$ cat src/rtl/deframer_if.sv
// Byte stream interface shared by the framed input and the payload output of the deframer.
// The framed side carries no tlast, so the slave modport leaves it out.
interface deframer_if;
    logic       tvalid;
    logic       tready;
    logic [7:0] tdata;
    logic       tlast;

    modport master (
        output tvalid,
        output tdata,
        output tlast,
        input  tready
    );

    modport slave (
        input  tvalid,
        input  tdata,
        output tready
    );
endinterface

$ cat src/rtl/deframer.sv
// Deframer: strips START/STOP delimiters from an 8-bit byte stream and regenerates tlast
// on the last payload byte.
// Optional escape decoding is enabled by defining DEFRAMER_ESCAPE_EN; this adds an escape
// state and the ESC_BYTE parameter. Without it, ESC_BYTE values are ordinary payload.
module deframer #(
    parameter logic [7:0] START_BYTE = 8'h7D,
    parameter logic [7:0] STOP_BYTE  = 8'h7E
`ifdef DEFRAMER_ESCAPE_EN
    ,
    parameter logic [7:0] ESC_BYTE   = 8'h7F
`endif
) (
    input  logic       aclk,
    input  logic       aresetn,
    deframer_if.slave  target,
    deframer_if.master initiator,
    output logic       frame_error
);

`ifdef DEFRAMER_ESCAPE_EN
    typedef enum logic [1:0] {StHunt, StFirst, StData, StEsc} state_e;
`else
    typedef enum logic [1:0] {StHunt, StFirst, StData} state_e;
`endif

    state_e     state_q, state_d;
    logic [7:0] hold_data_q, hold_data_d;
    logic       hold_valid_q, hold_valid_d;
    logic       out_valid_q, out_valid_d;
    logic [7:0] out_data_q, out_data_d;
    logic       out_last_q, out_last_d;
    logic       err_q, err_d;

    logic       accept;
    logic       is_start;
    logic       is_stop;
    logic       load;
    logic       load_last;
`ifdef DEFRAMER_ESCAPE_EN
    logic       is_esc;
    assign is_esc = (target.tdata == ESC_BYTE);
`endif

    // Every accepted byte yields at most one beat, so accept only when the output slot frees.
    assign target.tready = !out_valid_q || initiator.tready;
    assign accept        = target.tvalid && target.tready;
    assign is_start      = (target.tdata == START_BYTE);
    assign is_stop       = (target.tdata == STOP_BYTE);

    // Frame state machine: decides hold updates and whether the held byte is emitted.
    always_comb begin
        state_d      = state_q;
        hold_data_d  = hold_data_q;
        hold_valid_d = hold_valid_q;
        load         = 1'b0;
        load_last    = 1'b0;
        err_d        = 1'b0;
        if (accept) begin
            unique case (state_q)
                StHunt: begin
                    if (is_start) begin
                        state_d = StFirst;
                    end else begin
                        err_d = 1'b1;
                    end
                end
                StFirst: begin
                    if (is_start) begin
                        state_d = StFirst;
                    end else if (is_stop) begin
                        // Empty frame: nothing to emit, not an error.
                        state_d = StHunt;
`ifdef DEFRAMER_ESCAPE_EN
                    end else if (is_esc) begin
                        state_d = StEsc;
`endif
                    end else begin
                        hold_data_d  = target.tdata;
                        hold_valid_d = 1'b1;
                        state_d      = StData;
                    end
                end
                StData: begin
                    if (is_start) begin
                        // Truncated packet: close it and begin a new frame.
                        load         = 1'b1;
                        load_last    = 1'b1;
                        err_d        = 1'b1;
                        hold_valid_d = 1'b0;
                        state_d      = StFirst;
                    end else if (is_stop) begin
                        load         = 1'b1;
                        load_last    = 1'b1;
                        hold_valid_d = 1'b0;
                        state_d      = StHunt;
`ifdef DEFRAMER_ESCAPE_EN
                    end else if (is_esc) begin
                        state_d = StEsc;
`endif
                    end else begin
                        load        = 1'b1;
                        hold_data_d = target.tdata;
                    end
                end
`ifdef DEFRAMER_ESCAPE_EN
                StEsc: begin
                    // hold_valid_q tells whether the escape came from FIRST or DATA.
                    if (is_start || is_stop) begin
                        err_d        = 1'b1;
                        load         = hold_valid_q;
                        load_last    = 1'b1;
                        hold_valid_d = 1'b0;
                        state_d      = is_start ? StFirst : StHunt;
                    end else begin
                        load         = hold_valid_q;
                        hold_data_d  = target.tdata ^ 8'h20;
                        hold_valid_d = 1'b1;
                        state_d      = StData;
                    end
                end
`endif
                default: begin
                    state_d      = StHunt;
                    hold_valid_d = 1'b0;
                end
            endcase
        end
    end

    // Output register: loads a beat from the hold, otherwise drains on handshake.
    always_comb begin
        out_valid_d = out_valid_q;
        out_data_d  = out_data_q;
        out_last_d  = out_last_q;
        if (load) begin
            out_valid_d = 1'b1;
            out_data_d  = hold_data_q;
            out_last_d  = load_last;
        end else if (out_valid_q && initiator.tready) begin
            out_valid_d = 1'b0;
        end
    end

    // State and datapath registers.
    always_ff @(posedge aclk or negedge aresetn) begin
        if (!aresetn) begin
            state_q      <= StHunt;
            hold_data_q  <= 8'h00;
            hold_valid_q <= 1'b0;
            out_valid_q  <= 1'b0;
            out_data_q   <= 8'h00;
            out_last_q   <= 1'b0;
            err_q        <= 1'b0;
        end else begin
            state_q      <= state_d;
            hold_data_q  <= hold_data_d;
            hold_valid_q <= hold_valid_d;
            out_valid_q  <= out_valid_d;
            out_data_q   <= out_data_d;
            out_last_q   <= out_last_d;
            err_q        <= err_d;
        end
    end

    assign initiator.tvalid = out_valid_q;
    assign initiator.tdata  = out_data_q;
    assign initiator.tlast  = out_last_q;
    assign frame_error      = err_q;

endmodule

$ cat src/flat_wrapper.sv
// flat-port wrapper written by rule: the top's interface ports become plain ports
module deframer_flat 
#(
    parameter logic [7:0] START_BYTE = 8'h7D,
    parameter logic [7:0] STOP_BYTE  = 8'h7E

)
  (aclk, aresetn, frame_error, target_tvalid, target_tdata, target_tready, initiator_tvalid, initiator_tdata, initiator_tlast, initiator_tready);
  deframer_if target_i ();
  deframer_if initiator_i ();
  input  logic aclk;
  input  logic aresetn;
  output logic frame_error;
  input wire logic [$bits(target_i.tvalid)-1:0] target_tvalid;
  input wire logic [$bits(target_i.tdata)-1:0] target_tdata;
  output wire logic [$bits(target_i.tready)-1:0] target_tready;
  output wire logic [$bits(initiator_i.tvalid)-1:0] initiator_tvalid;
  output wire logic [$bits(initiator_i.tdata)-1:0] initiator_tdata;
  output wire logic [$bits(initiator_i.tlast)-1:0] initiator_tlast;
  input wire logic [$bits(initiator_i.tready)-1:0] initiator_tready;
  assign target_i.tvalid = target_tvalid;
  assign target_i.tdata = target_tdata;
  assign target_tready = target_i.tready;
  assign initiator_tvalid = initiator_i.tvalid;
  assign initiator_tdata = initiator_i.tdata;
  assign initiator_tlast = initiator_i.tlast;
  assign initiator_i.tready = initiator_tready;
  deframer #(.START_BYTE(START_BYTE), .STOP_BYTE(STOP_BYTE)) u_core (.aclk(aclk), .aresetn(aresetn), .target(target_i), .initiator(initiator_i), .frame_error(frame_error));
endmodule
$ cat config.mk
export PLATFORM = sky130hd
export DESIGN_NAME = deframer_flat
export DESIGN_NICKNAME = d
export VERILOG_FILES = /design/src/rtl/deframer_if.sv /design/src/rtl/deframer.sv /design/src/flat_wrapper.sv
export SDC_FILE = /design/constraint.sdc
export NUM_CORES = 1
export LEC_CHECK = 0
export ABC_AREA = 1
export CAP_MARGIN = 0
export CORE_ASPECT_RATIO = 1.2
export CORE_MARGIN = 3
export CORE_UTILIZATION = 45
export CTS_BUF_LIST = sky130_fd_sc_hd__clkbuf_2
export DETAILED_ROUTE_END_ITERATION = 10
export PLACE_DENSITY_LB_ADDON = 0.08
export SYNTH_ARGS = -nofsm -noshare
export SYNTH_HDL_FRONTEND = slang
export SYNTH_SLANG_ARGS = --single-unit
$ cat constraint.sdc
create_clock -name aclk -period 4.1 [get_ports aclk]
set_input_delay 0.82 -clock aclk [delete_from_list [all_inputs] [get_ports aclk]]
set_output_delay 0.82 -clock aclk [all_outputs]
set_load 0.01 [all_outputs]
======== Word level (Yosys, flattened, before mapping) ========
Cells that the tools add are included.
operators by class
  equality and inequality tests ........... 6
  multiplexer cells ....................... 18
  bitwise logic cells ..................... 2
  reductions and logical operators ........ 9
operators by type and width
  operator              count
  $eq A8 B7 Y1 const B  2
  $mux W1               11
  $mux W2               5
  $pmux W2 S3           1
  $reduce_and A4 Y1     1
  $ne A3 B1 Y1 const B  1
  $reduce_and A3 Y1     1
  $eq A2 B1 Y1 const B  1
  $eq A2 B2 Y1 const B  1
  $logic_and A1 B1 Y1   2
  $logic_not A2 Y1      1
  $ne A2 B1 Y1 const B  1
  $not A1 Y1            2
  $pmux W1 S2           1
  $reduce_bool A2 Y1    1
  $reduce_or A2 Y1      1
  $logic_not A1 Y1      1
  $logic_or A1 B1 Y1    1
word-level totals
  register bits after elaboration ......... 21
  input port bits ......................... 12

======== Depth between registers and ports, before layout ========
Gate-level depths: netlist of the first run.
  word-level depth ........................ 5
  depth in mapped cells ................... 10

======== Least setup slack after synthesis of the first run ========
OpenSTA, ideal clock, no wires.
  path kind ............................... input -> output
  from .................................... in initiator_tready
  to ...................................... out target_tready
  arrival time ............................ 0.919 ns
  required time ........................... 3.280 ns
  slack ................................... 2.361 ns
  stages on the path ...................... 2
  buffers on the path ..................... 0
  cell sequence ........................... inv_2 nand2_2
on the way
  word-level cells in the longest chain between the ends .. 1
ends and longest elaborated chain
  what                line                source
  from (decl)         flat_wrapper.sv:20  input wire logic [$bits(initiator_i.tready)-1:0] initiator_tready;
  $logic_or A1 B1 Y1  deframer.sv:45      assign target.tready = !out_valid_q || initiator.tready;
  to (decl)           flat_wrapper.sv:16  output wire logic [$bits(target_i.tready)-1:0] target_tready;
No other way between the ends.

======== Worst setup path after layout of the first run ========
Ends and elaborated chain as after synthesis.

==> results of run 1 <==
## layout make-up
class                   count  area [sq um]
repair buffers             23           230
clock buffers               4          20.0
inverters                  12          47.5
multi-input cells          88           488
well taps                  30          37.5
fillers                   219           836
flip-flops and latches     21           526
## sequential cells by signal, indices dropped and copies added, names as in the netlist
name	count
u_core.state_q	2
u_core.frame_error	1
u_core.hold_data_q	8
u_core.initiator.tlast	1
u_core.initiator.tdata	8
u_core.initiator.tvalid	1
## kinds of logic after synthesis
| family | after synthesis | share of synthesized area |
|---|---|---|
| AO/OA/AOI/OAI | 7 | 0.0424 |
| adder cells (fa/ha/maj) | 4 | 0.0459 |
| buffers and inverters | 15 | 0.0711 |
| flip-flops | 21 | 0.482 |
| AND/OR/NAND/NOR | 77 | 0.359 |
## worst max-delay path, delay by kind of cell
| kind | cells | cell delay (ns) |
|---|---|---|
| buffers and inverters | 3 | 1.05 |
| and+or+nand+nor | 1 | 0.07 |
## through the flow
step	utilization	std cells	hold slack (ns)
final	0.617	178	0.497
after floorplan	-	124	0.455
after global placement	0.608	174	0.453
after detailed placement	0.608	174	0.458
after global routing	0.617	178	0.533
after CTS	0.617	178	0.502
## layer usage
metal	part of all wire	up-vias	global-route usage
met5	0	-	0
met4	0.0075	0	0.0846
met3	0.031	2	0.0299
met1	0.43	393	0.162
li1	-	430	-
met2	0.53	12	0.291
## final timing paths
check | start | to | depth (start not counted)
max | initiator_tready | target_tready | 4
min | u_core.initiator.tdata[2] | u_core.initiator.tdata[2] | 2
max reg2reg | u_core.state_q[0] | u_core.initiator.tlast | 5
min reg2reg | u_core.initiator.tdata[2] | u_core.initiator.tdata[2] | 2
max in group asynchronous | aresetn | u_core.hold_data_q[1] | 1
min in group asynchronous | aresetn | u_core.initiator.tdata[6] | 1
## cell usage after synthesis, drive strengths merged
| library cell | count | area [sq um] |
|---|---|---|
| nor2 | 7 | 43.8 |
| buf | 3 | 30.0 |
| o21ai | 4 | 31.3 |
| ha | 4 | 50.1 |
| nand2 | 53 | 262 |
| inv | 12 | 47.6 |
| or2 | 1 | 6.26 |
| dfrtp | 21 | 526 |
| nand3 | 16 | 80.1 |
| a21oi | 3 | 15.0 |
## power groups by stage
| stage | combinational [mW] | sequential, mW | clock, mW |
|---|---|---|---|
| finish | 0.417 | 0.355 | 0.0857 |
| CTS | 0.426 | 0.357 | 0.0903 |
| global route | 0.474 | 0.368 | 0.0965 |
| detailed placement | 0.425 | 0.362 | 0 |
| floorplan | 0.273 | 0.376 | 0 |
| global placement | 0.413 | 0.356 | 0 |
## cell usage in the layout, fill, tap and decap left out
master | synthesis | final
or2_0 | 1 | 1
nand2_2 | 16 | 16
nand3_1 | 16 | 16
o21ai_1 | 1 | 1
dfrtp_1 | 21 | 21
nand2_1 | 34 | 34
ha_1 | 4 | 4
o21ai_2 | 3 | 3
inv_2 | 5 | 5
a21oi_1 | 3 | 3
nand2_4 | 3 | 3
nor2_2 | 1 | 1
inv_1 | 6 | 6
inv_4 | 1 | 1
nor2_1 | 4 | 4
nor2_4 | 2 | 2
clkdlybuf4s50_1 | 0 | 23
clkbuf_2 | 0 | 4
==> results_dict.tcl, run 1 <==
set metrics [dict create \
    grt_setup_unrepaired "false" \
    yosysWarnings 0 \
    numCtsBuffers 3 \
    cp-end-kind "primary output" \
    crit_type "primary input to primary output" \
    ios 24 \
    slew_violations 0 \
    core_sq_um 2180 \
    path_clk_slew_ns 0.19 \
    worstMarginPinSlew_ns 0.938 \
    combPwrFrac 0.486 \
    start_util 0.499 \
    rrSetupSlack_ns 2.44 \
    fin_tns_setup_ns 0 \
    power_leakage_nw 0.680 \
    cts.sinks 21 \
    power_density_nw_per_um2 636 \
    grt_overflow 0 \
    p_int_uw 521 \
    antenna_found_initial 0 \
    placed_area_sq_um 1330 \
    grt_first_pass_wirelength_microns 3500 \
    cts_root_buffer "clkbuf_2" \
    worstHoldPathType "register to register" \
    ctsResizeCount 0 \
    vias 837 \
    synth-seq-area-share 0.482 \
    synthesis.nets 140 \
    cts-htree-levels 1 \
    min_period_over_period 0.671 \
    startpoint_type "primary input" \
    relSlewSlack 0.373 \
    drv_cap 0 \
    min_period_ns 2.75 \
    io_buffer_count 23 \
    fin_total_pwr_uw 858 \
    fin_skew_ns 0.00199 \
    p_clk_frac 0.100 \
    area_delta_synth_final_pct 23.6 \
    insertion_delay_ns 0.31 \
    setup_ws_ns 1.35 \
    crit_slowest_cell "clkdlybuf4s50_1" \
    final_hold_viol_count 0 \
    ir_drop_mv 0.390 \
    max_freq_mhz 364 \
    dp_slack_ns 1.34 \
    nets 165 \
    placementRows 18 \
    synth_cell_types 18 \
    path_common_cell "clkdlybuf4s50_1" \
    cp_data_required_time_ns 3.28 \
    grt_usage 0.156 \
    dpl.hpwl_microns 1580 \
    gp_congestion 0.829 \
    post_cts_buffers 0 \
    mappedNetlistArea_sq_um 1090 \
    crit_chain "clkdlybuf4s50_1 > inv_2 > nand2_2 > clkdlybuf4s50_1" \
    p_seq_frac 0.414 \
    slowest_delay_ns 0.54 \
    cts_tree "built" \
    drtPass1Iterations 3 \
    die_w_microns 51.0 \
    ys_ff_latch 21 \
    design_area_sq_um 1350 \
    wire_per_inst_microns 11.3 \
    drtAntennaViolNets 0 \
    drt_iter0_markers 19 \
    holdBufCountCts 0 \
    drive_gt1_frac 0.236 \
    grt_max_degree 22 \
    clock_path_buffers 2 \
    syn_inst 124 \
    antenna_cells 0 \
    avgSynthCellArea_sq_um 8.80 \
    switching_power_uw 337 \
    die_h_microns 59.9 \
    critPathArrivalTime_ns 1.93 \
    switching_share 0.393 \
    viasPerCell 4.70 \
    crit_fanout 3 \
    grt_pass1_vias 849 \
    status "finished, final reports clean" \
    setup_viol 0 \
    drt-total-wl_microns 2010 \
    dieArea_sq_um 3050 \
    drc 0 \
]
No activity file was read; power rests on OpenSTA's default activity.
==> inputs of run 2 (changes only) <==
==> constraint.sdc (replaced) <==
create_clock -name aclk -period 2.24 [get_ports aclk]
set_input_delay 0.448 -clock aclk [delete_from_list [all_inputs] [get_ports aclk]]
set_output_delay 0.448 -clock aclk [all_outputs]
set_load 0.01 [all_outputs]
==> run 2 against run 1 <==
  * First-iteration DRC count decreased by 32%
  * Worst setup slack got worse by 1.1 ns
  * Count of clock-buffer cells in the layout decreased by 1
  * Critical path type unchanged
==> results_dict.tcl, run 2 (synthesis results as in run 1) <==
set metrics [dict create \
    register_area_sq_um 526 \
    nets 167 \
    fin_tns_setup_ns 0 \
    combPwrFrac 0.491 \
    switching_power_uw 631 \
    stdcell_count 180 \
    worstHoldPathType "primary input to asynchronous set/reset pin" \
    numCtsBuffers 3 \
    grt_max_degree 22 \
    dpl.hpwl_microns 1580 \
    ctsResizeCount 0 \
    final_cell_mix "nand2_1, clkdlybuf4s50_1, dfrtp_1" \
    placementRows 18 \
    cp_data_required_time_ns 1.79 \
    drt-total-wl_microns 2050 \
    worstMarginPinSlew_ns 0.397 \
    final_common_cell "nand2_1" \
    ios 24 \
    relSlewSlack 0.734 \
    utilization 0.625 \
    crit_fanout 3 \
    critPathArrivalTime_ns 1.56 \
    setup_ws_ns 0.236 \
    grt_usage 0.156 \
    grt_overflow 0 \
    cp-end-kind "primary output" \
    p_clk_frac 0.101 \
    power_leakage_nw 0.686 \
    multi_input_comb_area_sq_um 488 \
    cts_tree "built" \
    clock_path_buffers 2 \
    insertion_delay_ns 0.33 \
    holdWs_ns 0.410 \
    crit_type "primary input to primary output" \
    min_period_over_period 0.895 \
    cts.sinks 21 \
    slew_violations 0 \
    design_area_sq_um 1370 \
    power_density_nw_per_um2 1160 \
    p_int_uw 958 \
    p_seq_frac 0.408 \
    antenna_cells 0 \
    grt_setup_unrepaired "false" \
    dp_slack_ns 0.223 \
    cts-htree-levels 1 \
    drv_cap 0 \
    setup_viol 0 \
    cts_root_buffer "clkbuf_2" \
    gp_congestion 0.831 \
    grt_first_pass_wirelength_microns 3530 \
    vias 856 \
    max_freq_mhz 499 \
    min_period_ns 2.00 \
    drtAntennaViolNets 0 \
    fin_skew_ns 0.0261 \
    fin_total_pwr_mw 1.59 \
    dp_cells 176 \
    rr_worst_depth 7 \
    drive_gt1_frac 0.247 \
    final_hold_viol_count 0 \
    area_delta_synth_final_pct 25.2 \
    status "finished, final reports clean" \
    path_clk_slew_ns 0.22 \
    drtPass1Iterations 4 \
    wire_per_inst_microns 11.4 \
    die_w_microns 51.0 \
    die_h_microns 59.9 \
    switching_share 0.397 \
    holdBufCountCts 0 \
    drc 0 \
    drt_iter0_markers 13 \
    dieArea_sq_um 3050 \
    io_buffer_count 23 \
    start_util 0.499 \
    post_cts_buffers 0 \
    ir_drop_mv 0.598 \
    viasPerCell 4.76 \
    placed_area_sq_um 1340 \
    grt_pass1_vias 860 \
    nFillCells 218 \
    core_sq_um 2180 \
    startpoint_type "primary input" \
    antenna_found_initial 0 \
]
[run 2: cell types whose count changed in the layout (fill, tap and decap cells not counted)]
cell | before | now
clkinvlp_4 | 0 | 1
clkbuf_2 | 4 | 3
buf_4 | 0 | 2
[run 2: final cells by class]
class / count / area share
clock buffer: 3 / 0.0110
sequential: 21 / 0.385
tap: 30 / 0.0275
timing repair buffer: 25 / 0.179
inverter: 12 / 0.0348
clock inverter: 1 / 0.00549
multi-input combinational: 88 / 0.357
[run 2: routing by layer]
layer / track usage / up-vias / wire length (microns) / share of wire
met4: 0.0846 / 0 / 15 / 0.0073
met1: 0.171 / 405 / 876 / 0.43
li1: - / 439 / - / -
met5: 0 / - / 0 / 0
met2: 0.285 / 10 / 1090 / 0.53
met3: 0.0224 / 2 / 60 / 0.029
[run 2: final timing paths]
kind,start,endpoint,slack [ns]
hold reg to reg,u_core.initiator.tdata[3],u_core.initiator.tdata[3],0.50
min in group aclk,u_core.initiator.tdata[3],u_core.initiator.tdata[3],0.50
setup / recovery,initiator_tready,target_tready,0.24
setup reg to reg,u_core.state_q[0],u_core.hold_data_q[3],0.81
max in group asynchronous,aresetn,u_core.state_q[0],1.58
hold / removal,aresetn,u_core.initiator.tdata[5],0.41
[run 2: worst max-delay path, stage by stage]
cell and delay [ns]:
clkdlybuf4s50_1 0.47, inv_2 0.04, nand2_2 0.07, clkdlybuf4s50_1 0.54
[run 2: power groups by stage]
stage | logic (mW) | clock network, mW | registers [mW]
after floorplan | 0.499 | 0 | 0.688
after global routing | 0.876 | 0.182 | 0.674
after global placement | 0.771 | 0 | 0.652
after detailed placement | 0.791 | 0 | 0.661
after CTS | 0.794 | 0.170 | 0.651
final | 0.780 | 0.161 | 0.648
==> inputs of run 3 (changes only) <==
--- a/config.mk
+++ b/config.mk
@@ -11,6 +11,7 @@
 export CORE_MARGIN = 3
 export CORE_UTILIZATION = 45
 export CTS_BUF_LIST = sky130_fd_sc_hd__clkbuf_2
+export CTS_CLUSTER_DIAMETER = 120
 export DETAILED_ROUTE_END_ITERATION = 10
 export PLACE_DENSITY_LB_ADDON = 0.08
 export SYNTH_ARGS = -nofsm -noshare
==> results of run 3 <==
The final DEF is identical to that of run 2; final timing and power are the same.
==> RTL edit 1: new RTL, flow settings as in run 1 <==
The 3 states of `state_e` get a one-hot encoding in 3 bits.
--- a/src/rtl/deframer.sv
+++ b/src/rtl/deframer.sv
@@ -21,5 +21,5 @@
     typedef enum logic [1:0] {StHunt, StFirst, StData, StEsc} state_e;
 `else
-    typedef enum logic [1:0] {StHunt, StFirst, StData} state_e;
+    typedef enum logic [2:0] {StHunt = 3'b001, StFirst = 3'b010, StData = 3'b100} state_e;
 `endif
 
Check against the original RTL: same outputs for any inputs over 10 cycles, from zero or initial values and one cycle with aresetn low; not proved beyond that.
==> RTL edit 1 against run 1 <==
Sequential cell count is 1 higher; sequential share of layout area grew 1.6 points; hold slack worse by 0.0060 ns; setup slack improved by 0.0011 ns; clock power increased by 5.0%; die area rose by 0.40%; design area increased by 0.74%; total power is 4.1% higher; register-to-register slack improved by 0.29 ns; synthesized area rose by 0.46%; critical path depth unchanged; routed wire length down 7.4%.
==> RTL edit 1: results (changes against run 1) <==
outcome:
  status: "finished clean"  # unchanged
synthesis:
  yosys-top-cells-area: "dfrtp_1, nand2_1, o21ai_2, inv_1, nand2_4"  # was dfrtp_1, nand2_1, nand2_2, nand3_1, ha_1
  synth_common_cells: "nand2_1, dfrtp_1, inv_1, o21ai_1, o21ai_2"  # was nand2_1, dfrtp_1, nand2_2, nand3_1, inv_1
  synthArstFlopShare_pct: 100.0  # unchanged
  syn_inst: 123  # was 124
  ys_types: 19  # was 18
  ys_warn_count: 0  # unchanged
  ys_seq_area_share_pct: 50.34  # was 48.17%
  synth_nets: 135  # was 140
clock_network:
  clock_path_buffers: 2  # unchanged
  worst_skew_pair.late_latency_ns: 0.32
  cts_inserted_buffers: 3  # unchanged
global_route:
  grt_max_degree: 23  # was 22
  first_global_vias: 771  # was 849
  grt_usage_pct: 14.42  # was 15.56%
  grt_pass1_wl_um: 3277  # was 3498 µm
detailed_routing:
  via_count: 815  # was 837
  drt_iter0_markers: 18  # was 19
  routed_wl_um: 1863  # was 2011 µm
  first_pass_iters: 4  # was 3
  drt-wirelength-per-cell_um: 10.47  # was 11.30 µm
critical_path:
  slowest_stage: "clkdlybuf4s50_1"  # unchanged
  crit_family: "buffers and inverters"  # unchanged
  reg2regPathDepth: 7  # was 5
  critPathMaxFanout: 3  # unchanged
placement:
  place_hpwl_um: 1403  # was 1579 µm
  place_area_um2: 1339  # was 1329 µm²
  globalplace.congestion: 0.8131  # was 0.8285
pwr:
  p_sw_w: 0.0003502  # was 0.0003369 W
  p_leak_nw: 0.6769  # was 0.6803 nW
  ir_worst_vdd_mv: 0.4356  # was 0.3901 mV
worst_hold_path:
  holdPathStages: 2  # unchanged
  hp-class: "reg2reg"  # unchanged
sta:
  skew_ns: 0.009147  # was 0.001987 ns
  worstMarginPinSlew_ns: 0.9809  # was 0.9375 ns
layout:
  fill_cells: 221  # was 219
  nets: 161  # was 165
  layout-drive-gt1-share_pct: 19.59  # was 23.65%
-- RTL edit 1: path summary, 6_finish.rpt --
path	startpoint	to	slack (ns)
max	initiator_tready	target_tready	1.35
min	u_core.state_q[0]	u_core.state_q[0]	0.49
max reg2reg	u_core.state_q[2]	u_core.hold_data_q[1]	2.73
min reg2reg	u_core.state_q[0]	u_core.state_q[0]	0.49
max in group asynchronous	aresetn	u_core.initiator.tdata[0]	2.50
min in group asynchronous	aresetn	u_core.state_q[2]	1.00
-- RTL edit 1: through the flow --
step | util, % | worst slack [ns] | power, W
6_report | 62.20 | 1.350 | 0.0008927
5_1_grt | 62.20 | 1.317 | 0.0009770
4_1_cts | 62.20 | 1.345 | 0.0009045
3_5_place_dp | 61.28 | 1.349 | 0.0008142
3_3_place_gp | 61.28 | 1.361 | 0.0008030
2_1_floorplan | - | 2.342 | 0.0006765
-- RTL edit 1: area by class of cell --
type | count | share of cell area [%]
flip-flops and latches | 22 | 40.61
clock buffers | 4 | 1.473
multi-input cells | 80 | 32.78
inverters | 19 | 5.433
repair buffers | 23 | 16.94
well taps | 30 | 2.762
-- RTL edit 1: tightest hold or removal path, cell delays in order (launching register included) --
cell	delay [ns]
dfstp_2	0.42
nand2_1	0.06
nand2_1	0.04
-- RTL edit 1: layer usage --
metal | track usage, % | wire (µm)
met5 | 0 | 0
met4 | 8.077 | 28
met3 | 3.741 | 79
met2 | 20.81 | 858
met1 | 19.59 | 896
-- RTL edit 1: cell families (layout without fill, tap and decap cells) --
family,count (synthesis),after routing,share of synthesized area (%)
buf+inv,21,46,9.018
flops,22,22,50.34
compound gates,21,21,12.67
simple gates,59,59,27.97
-- RTL edit 1: power groups by stage --
stage          clock network [W]  registers (W)  logic (W)
6_report               0.0000900       0.000364   0.000439
4_1_cts                0.0000923       0.000365   0.000448
3_5_place_dp                   0       0.000370   0.000445
5_1_grt                 0.000103       0.000375   0.000499
3_3_place_gp                   0       0.000366   0.000437
2_1_floorplan                  0       0.000382   0.000295
==> RTL edit 2: new RTL, flow settings as in run 1 <==
Made on the original files. The option `DEFRAMER_ESCAPE_EN` is turned on by a define.
--- a/src/rtl/deframer.sv
+++ b/src/rtl/deframer.sv
@@ -3,4 +3,6 @@
 // Optional escape decoding is enabled by defining DEFRAMER_ESCAPE_EN; this adds an escape
 // state and the ESC_BYTE parameter. Without it, ESC_BYTE values are ordinary payload.
+`define DEFRAMER_ESCAPE_EN
+
 module deframer #(
     parameter logic [7:0] START_BYTE = 8'h7D,
Function: changed (Yosys sat finds a counterexample within 4 cycles, from zero or initial values and one cycle with aresetn low).
==> RTL edit 2 against run 1 <==
Total power up 9.3%; clock skew up 0.018 ns; sequential share of layout area down 2.8 points; sequential cell count up 1; clock power up 74%; register-to-register slack better by 0.02 ns; routed wire length up 19%; die area up 13%; utilization down 3.2 points; global-route usage down 0.10 points; synthesized area up 15%; design area up 13%; setup slack worse by 0.0093 ns.
==> RTL edit 2: results (changes against run 1) <==
outcome:
  status: "finished clean"  # unchanged
critical_path:
  r2r_end: "u_core.hold_data_q[3]"  # was u_core.initiator.tlast
  max_stage_delay_ns: 0.55
  rrSetupSlack_ns: 2.46  # was 2.44 ns
  critPathMaxFanout: 3  # unchanged
  reg2regPathDepth: 6  # was 5
  setup.worst_path.start: "initiator_tready"  # unchanged
synthesis:
  synth_fa_ha_area_share_pct: 3.996  # was 4.587%
  synth_xor_area_share_pct: 0.6993  # was 0%
  synthFlopType: "dfrtp_1"  # unchanged
  ys_seq_area_share_pct: 43.96  # was 48.17%
  yosys-top-cells-area: "dfrtp_1, nand2_1, nand3_1, ha_1, nand4_1"  # was dfrtp_1, nand2_1, nand2_2, nand3_1, ha_1
  synth_nets: 169  # was 140
  synth_common_cells: "nand2_1, dfrtp_1, nand3_1, inv_1, nand4_1"  # was nand2_1, dfrtp_1, nand2_2, nand3_1, inv_1
  syn_avg_cell_area_um2: 8.186  # was 8.799 µm²
  synth_compound_area_share_pct: 5.694  # was 4.243%
  ys_types: 25  # was 18
detailed_routing:
  drt-wirelength-per-cell_um: 11.54  # was 11.30 µm
  via_count: 1038  # was 837
  first_pass_iters: 4  # was 3
  drt_iter0_markers: 42  # was 19
  viasPerCell: 5.014  # was 4.702
placement:
  post-place-ws_ns: 1.336  # was 1.343 ns
  place_hpwl_um: 1861  # was 1579 µm
  port_buffers: 23  # unchanged
  globalplace.congestion: 0.8677  # was 0.8285
  dp_cells: 203  # was 174
  place_area_um2: 1479  # was 1329 µm²
global_route:
  grt_max_degree: 23  # was 22
  antenna_found_initial: 0  # unchanged
  first_global_vias: 917  # was 849
  grt_pass1_wl_um: 4043  # was 3498 µm
  grt_usage_pct: 15.46  # was 15.56%
layout:
  diodes: 0  # unchanged
  layout-drive-gt1-share_pct: 10.92  # was 23.65%
  fill_cells: 259  # was 219
  nets: 191  # was 165
clock_network:
  path_clk_slew_ns: 0.22  # was 0.19 ns
  cts_inserted_buffers: 3  # unchanged
  cts_setup_buffers: 0  # unchanged
  worst_skew_pair.late_latency_ns: 0.33  # was 0.31 ns
  root_buffer: "clkbuf_2"  # unchanged
sta:
  max_slew_margin_pct: 36.29  # was 37.30%
  skew_ns: 0.02032  # was 0.001987 ns
  period_needed_ns: 2.760  # was 2.751 ns
pwr:
  p_leak_nw: 0.7804  # was 0.6803 nW
  ir_worst_vdd_mv: 0.3643  # was 0.3901 mV
worst_hold_path:
  hp-start: "u_core.initiator.tdata[4]"  # was u_core.initiator.tdata[2]
-- RTL edit 2: changes by cell type after synthesis, sizes merged, moves of 2 or more --
cell and delta:
inv -2, nand2 +15, nand4 +8, nand3 -2
nor2 +3, o2111ai +3, buf +2
-- RTL edit 2: layer usage --
metal  up-vias  part of all wire [%]  global-route usage [%]
met5         -                     0                       0
met2        27                    49                   23.95
met4         0                     0                   7.477
li1        537                     -                       -
met1       474                    47                   21.08
met3         0                   4.5                   1.399
-- RTL edit 2: layout make-up --
type	count	area, µm²	area share (%)
clock buffers	3	15.01	0.9852
multi-input cells	115	619.3	40.64
clock inverters	1	30.03	1.970
flip-flops and latches	22	550.5	36.12
repair buffers	23	230.2	15.11
inverters	10	37.54	2.463
well taps	33	41.29	2.709
-- RTL edit 2: power by group --
group	total, W	internal (W)	switching [W]
Sequential	0.000362	0.000309	0.0000529
Combinational	0.000427	0.000189	0.000238
Clock	0.000149	0.0000842	0.0000652
Total	0.000938	0.000582	0.000356
-- RTL edit 2: kinds of logic (layout without fill, tap and decap cells) --
group / count (synthesis) / after routing
and+or+nand+nor: 100 / 100
buffers and inverters: 16 / 37
DFF: 22 / 22
xor gates and xnor gates: 1 / 1
adders and majority gates: 4 / 4
AOI/OAI and AO/OA: 10 / 10
-- RTL edit 2: worst min-delay path, stage by stage, from the launching register on --
cell	delay, ns
dfrtp_1	0.39
nand2_1	0.05
nand2_1	0.05
-- RTL edit 2: how the worst min path moves through the flow --
stage | slack, ns | endpoint
floorplan | 0.44 | u_core.hold_data_q[0]
global placement | 0.45 | u_core.initiator.tdata[0]
global route | 0.52 | u_core.hold_data_q[0]
detailed placement | 0.46 | u_core.initiator.tdata[4]
CTS | 0.50 | u_core.hold_data_q[0]
finish | 0.50 | u_core.initiator.tdata[4]
-- RTL edit 2: through the flow --
stage,hold WS [ns],total power (W),utilization (%)
after floorplan,0.4427,0.0006479,-
after global placement,0.4525,0.0007876,56.83
after detailed placement,0.4588,0.0007984,56.83
after CTS,0.5049,0.0009475,58.56
after global routing,0.5232,0.001013,58.56
final,0.5000,0.0009377,58.56
